File: src/rtl/fifo_pkg.sv
// Shared types and helpers for the flexible synchronous FIFO family.
package fifo_pkg;

    typedef enum logic {
        FIFO_STD  = 1'b0,
        FIFO_FWFT = 1'b1
    } fifo_mode_e;

    function automatic int fifo_depth(input int add_width);
        return 1 << add_width;
    endfunction

endpackage

File: src/rtl/fifo_mem.sv
// Register-array storage for the FIFO.
// It has one synchronous write port and one asynchronous read port.
module fifo_mem #(
    parameter int DATA_WIDTH = 8,
    parameter int ADD_WIDTH  = 4
) (
    input  logic                  clk,
    input  logic                  w_en,
    input  logic [ADD_WIDTH-1:0]  w_addr,
    input  logic [DATA_WIDTH-1:0] w_data,
    input  logic [ADD_WIDTH-1:0]  r_addr,
    output logic [DATA_WIDTH-1:0] r_data
);

    localparam int DEPTH = 1 << ADD_WIDTH;

    logic [DATA_WIDTH-1:0] mem_q [DEPTH];

    // NOTE: storage has no reset; the pointers alone decide which words are valid.
    always_ff @(posedge clk) begin
        if (w_en) begin
            mem_q[w_addr] <= w_data;
        end
    end

    assign r_data = mem_q[r_addr];

endmodule

File: src/rtl/sync_fifo_flex.sv
// Single-clock FIFO with occupancy count, almost flags, error pulses, flush,
// and a choice of registered (STD) or first-word-fall-through read.
import fifo_pkg::*;

module sync_fifo_flex #(
    parameter int         DATA_WIDTH = 8,
    parameter int         ADD_WIDTH  = 4,
    parameter int         AF_THRESH  = fifo_depth(ADD_WIDTH) - 2,
    parameter int         AE_THRESH  = 2,
    parameter fifo_mode_e MODE       = FIFO_STD
) (
    input  logic                  clk,
    input  logic                  reset,
    input  logic                  flush,
    input  logic                  wr,
    input  logic [DATA_WIDTH-1:0] w_data,
    input  logic                  rd,
    output logic [DATA_WIDTH-1:0] r_data,
    output logic                  r_valid,
    output logic                  full,
    output logic                  empty,
    output logic                  almost_full,
    output logic                  almost_empty,
    output logic [ADD_WIDTH:0]    count,
    output logic                  overflow,
    output logic                  underflow
);

    localparam int                 DEPTH   = fifo_depth(ADD_WIDTH);
    localparam logic [ADD_WIDTH:0] PTR_ONE = {{ADD_WIDTH{1'b0}}, 1'b1};
    localparam logic [ADD_WIDTH:0] AF_LVL  = AF_THRESH[ADD_WIDTH:0];
    localparam logic [ADD_WIDTH:0] AE_LVL  = AE_THRESH[ADD_WIDTH:0];

    if (AF_THRESH < 1 || AF_THRESH > DEPTH) begin : g_bad_af
        $error("sync_fifo_flex: AF_THRESH out of range 1..DEPTH");
    end
    if (AE_THRESH < 0 || AE_THRESH > DEPTH - 1) begin : g_bad_ae
        $error("sync_fifo_flex: AE_THRESH out of range 0..DEPTH-1");
    end

    logic [ADD_WIDTH:0]    w_ptr_q, w_ptr_d, r_ptr_q, r_ptr_d;
    logic [DATA_WIDTH-1:0] r_data_q, r_data_d, mem_rdata;
    logic                  r_valid_q, r_valid_d;
    logic                  overflow_q, overflow_d, underflow_q, underflow_d;
    logic                  rd_acc, wr_acc;

    // The extra MSB on each pointer tells a full FIFO apart from an empty one.
    assign count        = w_ptr_q - r_ptr_q;
    assign empty        = (w_ptr_q == r_ptr_q);
    assign full         = (w_ptr_q[ADD_WIDTH-1:0] == r_ptr_q[ADD_WIDTH-1:0])
                          && (w_ptr_q[ADD_WIDTH] != r_ptr_q[ADD_WIDTH]);
    assign almost_full  = (count >= AF_LVL);
    assign almost_empty = (count <= AE_LVL);

    assign rd_acc = rd & ~empty & ~flush;
    assign wr_acc = wr & (~full | rd_acc) & ~flush;

    fifo_mem #(
        .DATA_WIDTH (DATA_WIDTH),
        .ADD_WIDTH  (ADD_WIDTH)
    ) u_mem (
        .clk    (clk),
        .w_en   (wr_acc),
        .w_addr (w_ptr_q[ADD_WIDTH-1:0]),
        .w_data (w_data),
        .r_addr (r_ptr_q[ADD_WIDTH-1:0]),
        .r_data (mem_rdata)
    );

    // NOTE: every always_comb output gets a default first so no latch is inferred.
    always_comb begin
        w_ptr_d     = w_ptr_q;
        r_ptr_d     = r_ptr_q;
        r_data_d    = r_data_q;
        r_valid_d   = rd_acc;
        overflow_d  = wr & ~wr_acc & ~flush;
        underflow_d = rd & ~rd_acc & ~flush;
        if (rd_acc) begin
            r_ptr_d  = r_ptr_q + PTR_ONE;
            r_data_d = mem_rdata;
        end
        if (wr_acc) begin
            w_ptr_d = w_ptr_q + PTR_ONE;
        end
        if (flush) begin
            w_ptr_d = '0;
            r_ptr_d = '0;
        end
    end

    // NOTE: state registers use non-blocking assignments so all flops update together.
    always_ff @(posedge clk or posedge reset) begin
        if (reset) begin
            w_ptr_q     <= '0;
            r_ptr_q     <= '0;
            r_data_q    <= '0;
            r_valid_q   <= 1'b0;
            overflow_q  <= 1'b0;
            underflow_q <= 1'b0;
        end else begin
            w_ptr_q     <= w_ptr_d;
            r_ptr_q     <= r_ptr_d;
            r_data_q    <= r_data_d;
            r_valid_q   <= r_valid_d;
            overflow_q  <= overflow_d;
            underflow_q <= underflow_d;
        end
    end

    assign r_data    = (MODE == FIFO_FWFT) ? mem_rdata : r_data_q;
    assign r_valid   = (MODE == FIFO_FWFT) ? ~empty : r_valid_q;
    assign overflow  = overflow_q;
    assign underflow = underflow_q;

endmodule

File: config.mk
export PLATFORM = sky130hd
export DESIGN_NAME = sync_fifo_flex
export DESIGN_NICKNAME = d
export VERILOG_FILES = /design/src/rtl/fifo_pkg.sv /design/src/rtl/fifo_mem.sv /design/src/rtl/sync_fifo_flex.sv
export SDC_FILE = /design/constraint.sdc
export NUM_CORES = 1
export LEC_CHECK = 0
export ABC_AREA = 1
export BUFFER_PORTS_ARGS = -buffer_cell sky130_fd_sc_hd__buf_2
export CAP_MARGIN = 20
export CORE_ASPECT_RATIO = 1.25
export CORE_MARGIN = 5
export CORE_UTILIZATION = 61
export CTS_CLUSTER_SIZE = 28
export DETAILED_ROUTE_END_ITERATION = 16
export GPL_ROUTABILITY_DRIVEN = 1
export GPL_TIMING_DRIVEN = 1
export PLACE_DENSITY = 0.85
export SLEW_MARGIN = 20
export SYNTH_ARGS = -nofsm -noshare
export SYNTH_HDL_FRONTEND = slang
export SYNTH_SLANG_ARGS = --single-unit
File: constraint.sdc
create_clock -name clk -period 2.8 [get_ports clk]
set_input_delay 0.28 -clock clk [delete_from_list [all_inputs] [get_ports clk]]
set_output_delay 0.28 -clock clk [all_outputs]
set_load 0.02 [all_outputs]
==> results.md, run 1 <==
- Status: complete, no violations
- Crit path time final: approximately 2600 ps
- Leakage Power: 3.34 nW
- Total Wirelength: 16.2 mm
- Most used routing layer: met2
- Finished Core Util: 0.708
- Tot GR Track Use: 0.254
- Seq/Total Area, Yosys: 0.655
- Pre-CTS setup slack: 429 ps
- Final setup vio count: 0
- IO buf count: 32
- Critical Path Fanout Max: 6
- Layout cell share with drive strength beyond 1: 0.116
- M2 GR Usage: 0.426
- DR vias: 4,954
- Max Root-Sink Buffers: 2
- GR Util met1: 0.306
- P&R area growth vs syn: 13.2%
- Setup Skew: between 9 and 10 ps
- Hold crit path type: input pin to async pin
- FF+latch count, synth: 149
- Number of global-route vias before repair: 4,868
- Post-route ant nets: 0
- GP Congestion: roughly 0.93
- Post-synth top area share: 0.576
- Synth warn: 0
- Slew Limit Fails: 0
- FP Rows: 42
- CTS sink count: 149
- Req. time, crit path: 2520 ps
- Total iterations of the first detailed-routing run: 7
- Ranking of synthesized cells by area: edfxtp_1 58%, nand2_1 13%, dfrtp_1 7.9%
- Die W: ~100 um
- CTS-repair resized insts: 0
- Routed len/inst: 19.1 um
- Post-Syn Nets: 690
- Total setup buffers inserted after CTS: 0
- Max Fclk: about 390 MHz
- I/O Pins: 33
- Core area: roughly 0.011 mm2
- Top_reg_cell synth: edfxtp_1
- Hold buffers post-CTS: 0
- Root buf cell: clkbuf_16
- Final WS setup: 214 ps
- H-tree depth: 4
- DR vias/cell: about 5.8
- Startpoint Class: flop
- Nets: 726
- Setup CP Type: flop to output pin
- Global route total overflow: 0
- Maximum vdd drop: between 0.5 and 0.6 mV
- Antenna cells: 0
- Clock slew at reported path FFs: 60 ps
- Reg2reg path depth: 7
- CP Data Arrival Time: roughly 2300 ps
- Max-Cap Viols: 0
- Die Area: 0.0131 mm2
- Synth unique cells: 26
- Residual DRC: 0
- Initial DRC count: 632
- Final Cycle Share: 0.923
- Chip height: 127 um
- Count leader, synth: nand2_1
- Ys async rst share: 0.141
- Number of CTS-inserted buffers: 17
- Final Hold Vio Count: 0
- Synth cell count leaders: 238 x nand2_1, 128 x edfxtp_1, 85 x nand3_1
- Netlist Area Pre-Place: 0.00667 mm2
- Post-synth EDFFs: 128
- Post-Syn Instances: 667
- Setup TNS: 0 ps
- Pwr/cell area: 806 mW/mm2
- Slew margin rel.: 0.440
- RSZ-0062 raised after global routing: false
- Antenna violations before repair: 0
- Worst slew pin tran: 839 ps
- Largest net degree at the start of global routing: 68
- Final HPWL DP: about 10 mm
- First-pass GRT wire length: 25.4 mm
- Mapped Avg Cell Area: 10.0 um2
- Met3 usage: 0.0569
- Endpoint type of the worst setup path: output pin
- Clk_lat worst skew: between 400 and 500 ps
- TritonCTS clock tree: done
- Starting Density: 0.625
- Yosys top cell by area: edfxtp_1
[kinds of logic after synthesis]
logic type                 synth area share
AOI/OAI and AO/OA                    0.0199
xor gates and xnor gates             0.0129
adders and majority gates            0.0199
buffers and inverters                0.0703
DFF                                   0.655
and+or+nand+nor                       0.222
[worst paths after layout]
path / start / end / slack [ps]
worst min register to register: r_data[0] / r_data[0] / 620
worst min-delay path: reset / r_valid / 10
min in group clk: wr / overflow / 130
worst max-delay path: w_ptr_q[0] / almost_full / 210
max in group asynchronous: reset / r_ptr_q[0] / 2200
worst max register to register: w_ptr_q[2] / u_mem.mem_q[0][2] / 330
[layout by cell type (no fill, tap or decap), types with 2 or more instances in the layout]
cell,count
nor2_1,31
a21oi_1,9
bufinv_16,3
buf_4,13
dfrtp_1,20
inv_6,2
clkbuf_16,17
edfxtp_1,128
nand2_2,2
a21oi_2,2
inv_1,83
ha_1,9
nand3_1,85
clkinv_1,4
buf_2,32
clkinv_2,6
o21ai_0,11
nor3_1,2
nand2_1,238
xor2_1,7
[routing by layer]
metal | part of all wire | wire length, um
met1 | 0.37 | 5950
met2 | 0.50 | 8070
met3 | 0.086 | 1390
met4 | 0.048 | 777
met5 | 0 | 0
[sequential cells by signal, indices dropped and copies added (netlist names)]
name,flops
overflow,1
r_data,8
r_ptr_q,5
r_valid,1
u_mem.mem_q,128
underflow,1
w_ptr_q,5
[final cells by class]
class,instances,area [um2]
flip-flops and latches,149,4370
fillers,726,3120
multi-input cells,403,1830
clock buffers,19,443
inverters,87,327
repair buffers,45,258
well taps,132,165
clock inverters,13,154
[per-stage QoR]
stage               area, um2  cells  total power, W  hold slack, ps
floorplan                6670    667         0.00342             257
global placement         6950    816         0.00373             468
detailed placement       6950    816         0.00378             485
CTS                      7550    848         0.00608            25.6
global route             7550    848         0.00631            81.8
finish                   7550    848         0.00608            11.2
[worst max-delay path: stages (launching register included)]
cell and delay [ps]:
dfrtp_1 440, inv_1 130, ha_1 180, inv_1 50
fa_1 410, nand3_1 110, nand2_1 70, xor2_1 200
o21bai_1 130, buf_2 170
[power by group]
part	internal [W]	switching (W)	leakage, nW
logic	0.000347	0.000881	1.63
registers	0.00249	0.0000639	1.42
clock network	0.00142	0.000877	0.297
Note: power is estimated with default switching activity, not from simulation.
==> run 2, diff against run 1 <==
--- a/config.mk
+++ b/config.mk
@@ -10,13 +10,12 @@
 export CAP_MARGIN = 20
 export CORE_ASPECT_RATIO = 1.25
 export CORE_MARGIN = 5
-export CORE_UTILIZATION = 61
+export CORE_UTILIZATION = 43
 export CTS_CLUSTER_SIZE = 28
 export DETAILED_ROUTE_END_ITERATION = 16
 export GPL_ROUTABILITY_DRIVEN = 1
 export GPL_TIMING_DRIVEN = 1
-export PLACE_DENSITY = 0.85
-export SLEW_MARGIN = 20
+export PLACE_DENSITY = 0.65
 export SYNTH_ARGS = -nofsm -noshare
 export SYNTH_HDL_FRONTEND = slang
 export SYNTH_SLANG_ARGS = --single-unit
==> constraint.sdc (replaced) <==
create_clock -name clk -period 2.8 [get_ports clk]
set_input_delay 0.84 -clock clk [delete_from_list [all_inputs] [get_ports clk]]
set_output_delay 0.84 -clock clk [all_outputs]
set_load 0.02 [all_outputs]
==> run 2 against run 1 <==
Net effect: the run now ends with setup timing left; largest power group unchanged; sequential power is essentially flat; clock skew shrank 0.94 ps; design area grew 5.5%; critical endpoint unchanged.
==> results.md, run 2 (synthesis gave the netlist of run 1 again) <==
- Status: finished, violations left
- Failing checks: setup timing
- Maximum vdd drop: 0.514 mV
- IO buf count: 32
- Hold buffers post-CTS: 0
- Ordered cell list for the critical path: inv_2 > ha_4 > inv_2 > fa_2 > nand3_2 > nand2_2 > xor2_2 > o21bai_4 > buf_6
- Setup CP Type: flop to output pin
- H-tree depth: 4
- HP Start: r_data[1]
- Chip height: between 100 and 150 um
- Global route total overflow: 0
- Cell mode on critical path: inv_2
- Slew margin rel.: 0.399
- Worst R2R Setup Slack: approximately 460 ps
- Reg2reg path depth: 9
- Routed len/inst: 16.7 um
- Worst path bufs/invs: 3
- Nets: between 700 and 800
- Non-Filler Instances: around 950
- Most frequent cells in the layout: 237 x nand2_1, 128 x edfxtp_1, 84 x nand3_1
- GP Congestion: 0.842
- Crit path time final: 2900 ps
- Clock slew at reported path FFs: 60 ps
- Tot GR Track Use: 0.182
- CP Data Arrival Time: 2060 ps
- Final WS setup: -102 ps
- Max FFs per register: 128
- TritonCTS clock tree: done
- Finished Core Util: 0.516
- WHS Path Cells: 4
- Starting Density: 0.432
- Antenna violations before repair: 0
- FF-to-FF End: r_data[1]
- Hold crit path type: flop to flop
- FP Rows: between 50 and 60
- Startpoint Class: flop
- Max-Cap Viols: 0
- DR vias: 4,684
- Final setup vio count: 3
- Post-route ant nets: 0
- Slew Limit Fails: 0
- P&R area growth vs syn: 19.4%
- CP max stage delay: 390 ps
- Die W: 121 um
- Number of CTS-inserted buffers: 17
- Req. time, crit path: a little under 2000 ps
- Residual DRC: 0
- Core area: 0.0154 mm2
- Leakage Power: roughly 3.5 nW
- First-pass GRT wire length: 24.5 mm
- I/O Pins: 33
- Critical Path Fanout Max: 3
- Slowest CP cell: dfrtp_1
- Worst r2r src: r_ptr_q[0]
- Clk_lat worst skew: approximately 420 ps
- Die Area: around 0.018 mm2
- Commonest non-fill, non-tap cell in the layout: nand2_1
- Initial DRC count: 421
- # fillers: 1,360
- Biggest register: u_mem.mem_q
- Total iterations of the first detailed-routing run: 6
- Final HPWL DP: roughly 9.6 mm
- Worst slew pin tran: roughly 900 ps
- Layout cell share with drive strength beyond 1: 0.164
- Setup Skew: 8.34 ps
- WHS Endpoint: r_data[1]
- Endpoint type of the worst setup path: output pin
- Max Root-Sink Buffers: 2
- Pre-CTS setup slack: 97.7 ps
- Total Wirelength: 15.9 mm
- Largest net degree at the start of global routing: 68
- Final Hold Vio Count: 0
- Largest delay share family, worst path: adder cells
- Root buf cell: clkbuf_16
- Max Fclk: 345 MHz
- DR vias/cell: 4.94
- Placed Cells: just over 900
- RSZ-0062 raised after global routing: true
- Pwr/cell area: 798 mW/mm2
- Final Cycle Share: 1.04
- CTS sink count: between 100 and 150
- Number of global-route vias before repair: 4,505
- Antenna cells: 0
[run 2: worst max-delay path by stage]
stage               start            to  slack (ps)  cells past startpoint
2_1_floorplan  r_ptr_q[1]  almost_empty         -30                      8
3_3_place_gp   w_ptr_q[0]   almost_full         200                      9
3_5_place_dp   w_ptr_q[0]   almost_full         100                      9
4_1_cts        w_ptr_q[0]   almost_full        -130                      9
5_1_grt        w_ptr_q[0]  almost_empty        -210                      9
6_report       w_ptr_q[0]   almost_full        -100                      9
[run 2: stage by stage]
stage               total power (W)  TNS [ps]  hold WS [ps]  cell area, um2
finish                      0.00635      -230           577            7960
global route                0.00663      -672           617            7960
CTS                         0.00636      -402           578            7910
detailed placement          0.00381         0           566            7170
global placement            0.00378         0           576            7170
floorplan                   0.00343     -44.5           532            6690
[run 2: final cells by class]
cell class / instances / area [um2] / area share
Sequential cell: 149 / 4370 / 0.549
Multi-Input combinational cell: 403 / 1910 / 0.240
Timing Repair Buffer: 66 / 434 / 0.0545
Clock buffer: 18 / 429 / 0.0539
Inverter: 87 / 327 / 0.0410
Tap cell: 212 / 265 / 0.0333
Clock inverter: 14 / 225 / 0.0283
[run 2: worst reg2reg max path: stages (launching register included)]
cell	delay [ps]
dfrtp_2	430
buf_4	360
inv_2	140
buf_4	550
nand2_1	190
nand2_1	100
nand2_1	60
nand3_1	130
nand3_1	150
a21oi_1	170
[run 2: routing by layer]
layer	track usage	vias up	part of all wire
li1	-	2269	-
met1	0.225	2233	0.41
met2	0.306	150	0.51
met3	0.0372	32	0.049
met4	0.0830	0	0.033
met5	0	-	0
[run 2: repair_timing]
action	4_1_cts	5_1_grt
buffers inserted	3	5
endpoints found under the setup margin	5	5
pin swaps	4	3
resized for setup	17	6
[run 2: report_power, final]
group / internal [W] / total [W] / switching, W
clock: 0.00159 / 0.00250 / 0.000901
sequential: 0.00249 / 0.00255 / 0.0000532
combinational: 0.000424 / 0.00131 / 0.000886
==> run 3, diff against run 2 <==
--- a/config.mk
+++ b/config.mk
@@ -9,7 +9,7 @@
 export BUFFER_PORTS_ARGS = -buffer_cell sky130_fd_sc_hd__buf_2
 export CAP_MARGIN = 20
 export CORE_ASPECT_RATIO = 1.25
-export CORE_MARGIN = 5
+export CORE_MARGIN = 2
 export CORE_UTILIZATION = 43
 export CTS_CLUSTER_SIZE = 28
 export DETAILED_ROUTE_END_ITERATION = 16
@@ -19,3 +19,4 @@
 export SYNTH_ARGS = -nofsm -noshare
 export SYNTH_HDL_FRONTEND = slang
 export SYNTH_SLANG_ARGS = --single-unit
+export TNS_END_PERCENT = 10
==> run 3 against run 2 <==
Net effect: the flow still finishes with violations (setup timing); critical path depth unchanged; first-iteration DRC count down 5.9%; final cell count up 0.84%; clock skew down 0.68 ps; sequential share of layout area down 0.22 points; die area down 8.8%; combinational power about the same; clock power down 12%; power down 4.7%; via count up 2.3%; largest power group unchanged; wire length down 2.1%; critical endpoint unchanged.
==> results.md, run 3 (synthesis gave the netlist of run 1 again) <==
- Status: finished, violations left
- Failing checks: setup timing
- Max Root-Sink Buffers: 2
- Setup Skew: 7.66 ps
- CP Data Arrival Time: 2050 ps
- RSZ-0062 raised after global routing: true
- H-tree depth: 4
- Slowest CP cell: dfrtp_1
- Req. time, crit path: 1960 ps
- Core area: around 0.015 mm2
- Post-route ant nets: 0
- Multi-input gate area: 0.00193 mm2
- Biggest register: u_mem.mem_q
- WHS Endpoint: r_data[2]
- HP Start: r_data[2]
- Maximum vdd drop: between 0.3 and 0.4 mV
- Nets: 759
- Final HPWL DP: 9.53 mm
- Worst Hold Slack: 578 ps
- Chip height: 143 um
- Tot GR Track Use: 0.199
- FP Rows: 50
- Cell depth of the worst setup path: 9
- IO buf count: 32
- CTS sink count: ~150
- WHS Path Cells: 4
- Residual DRC: 0
- Worst path bufs/invs: 3
- Most frequent cells in the layout: 237 x nand2_1, 128 x edfxtp_1, 84 x nand3_1
- # fillers: approximately 1,300
- Antenna violations before repair: 0
- Slew Limit Fails: 0
- P&R area growth vs syn: 19.8%
- Die Area: 0.0165 mm2
- Worst R2R Setup Slack: approximately 70 ps
- Largest net degree at the start of global routing: 68
- Worst r2r src: w_ptr_q[0]
- Hold buffers post-CTS: 0
- TritonCTS clock tree: done
- Worst slew pin tran: 925 ps
- Total Power: 0.00605 W
- Cell mode on critical path: inv_2
- Endpoint type of the worst setup path: output pin
- Die W: 115 um
- DR vias/cell: about 5.0
- Layout cell share with drive strength beyond 1: 0.180
- Clock slew at reported path FFs: 60 ps
- Leakage Power: 3.52 nW
- CP max stage delay: 390 ps
- Critical Path Fanout Max: 3
- Largest delay share family, worst path: adder cells
- Setup CP Type: flop to output pin
- Final Hold Vio Count: 0
- GP Congestion: around 0.8
- Clk_lat worst skew: around 420 ps
- Non-Filler Instances: 957
- Max FFs per register: 128
- Root buf cell: clkbuf_16
- Final Cycle Share: 1.03
- Placed Cells: 911
- Ordered cell list for the critical path: inv_2 > ha_4 > inv_2 > fa_2 > nand3_2 > nand2_2 > xor2_2 > o21bai_4 > buf_6
- Number of CTS-inserted buffers: 17
- Antenna cells: 0
- Commonest non-fill, non-tap cell in the layout: nand2_1
- Starting Density: 0.442
- Setup TNS: -195 ps
- Initial DRC count: 396
- Reg2reg path depth: 17
- DR vias: 4,793
- Max Fclk: 346 MHz
- Final setup vio count: 3
- First-pass GRT wire length: roughly 25 mm
- Startpoint Class: flop
- Finished Core Util: 0.530
- Crit path time final: 2890 ps
- Hold crit path type: flop to flop
- Slew margin rel.: 0.383
- FF-to-FF End: u_mem.mem_q[0][4]
- I/O Pins: 33
- Total iterations of the first detailed-routing run: 5
- Routed len/inst: 16.2 um
- Final WS setup: -93.1 ps
- Flip-flop and latch area: 0.00437 mm2
- Max-Cap Viols: 0
- Global route total overflow: 0
- Pwr/cell area: ~760 mW/mm2
- Number of global-route vias before repair: 4,703
- Total Wirelength: 15.5 mm
-- run 3: final cells by class --
type                            count  area share
Sequential cell                   149       0.547
Multi-Input combinational cell    403       0.241
Clock buffer                       26      0.0692
Timing Repair Buffer               78      0.0646
Inverter                           87      0.0412
Tap cell                          208      0.0326
Clock inverter                      6     0.00454
-- run 3: worst min-delay path, cell delays in order (launching register included) --
cell	delay [ps]
dfrtp_1	370
inv_1	50
nand2_1	40
inv_1	50
a21oi_1	30
-- run 3: through the flow --
stage	setup WS, ps	instance area [um2]
after floorplan	-25.7	6690
after global placement	202	7210
after detailed placement	166	7210
after CTS	-101	7950
after global routing	-198	8000
final	-93.1	8000
-- run 3: per-layer routing --
metal	wire [um]	track usage
met5	0	0
met4	455	0.0869
met3	845	0.0361
met2	7860	0.337
met1	6380	0.247
-- run 3: worst max path at each step --
stage | start | end | slack, ps
global placement | w_ptr_q[0] | almost_full | 200
finish | w_ptr_q[0] | almost_full | -90
global route | r_ptr_q[1] | almost_empty | -200
floorplan | r_ptr_q[1] | almost_empty | -30
CTS | w_ptr_q[0] | almost_full | -100
detailed placement | w_ptr_q[0] | almost_full | 170
-- run 3: report_power, final --
part / internal (W) / switching (W)
Sequential: 0.00249 / 0.0000494
Combinational: 0.000433 / 0.000866
Clock: 0.00136 / 0.000847
-- run 3: what timing repair did --
| action | in CTS | in global routing |
|---|---|---|
| setup endpoints to repair | 4 | 5 |
| resized for setup | 17 | 8 |
| pin swaps | 4 | 3 |
| gates cloned | 0 | 0 |
| setup buffers | 13 | 1 |
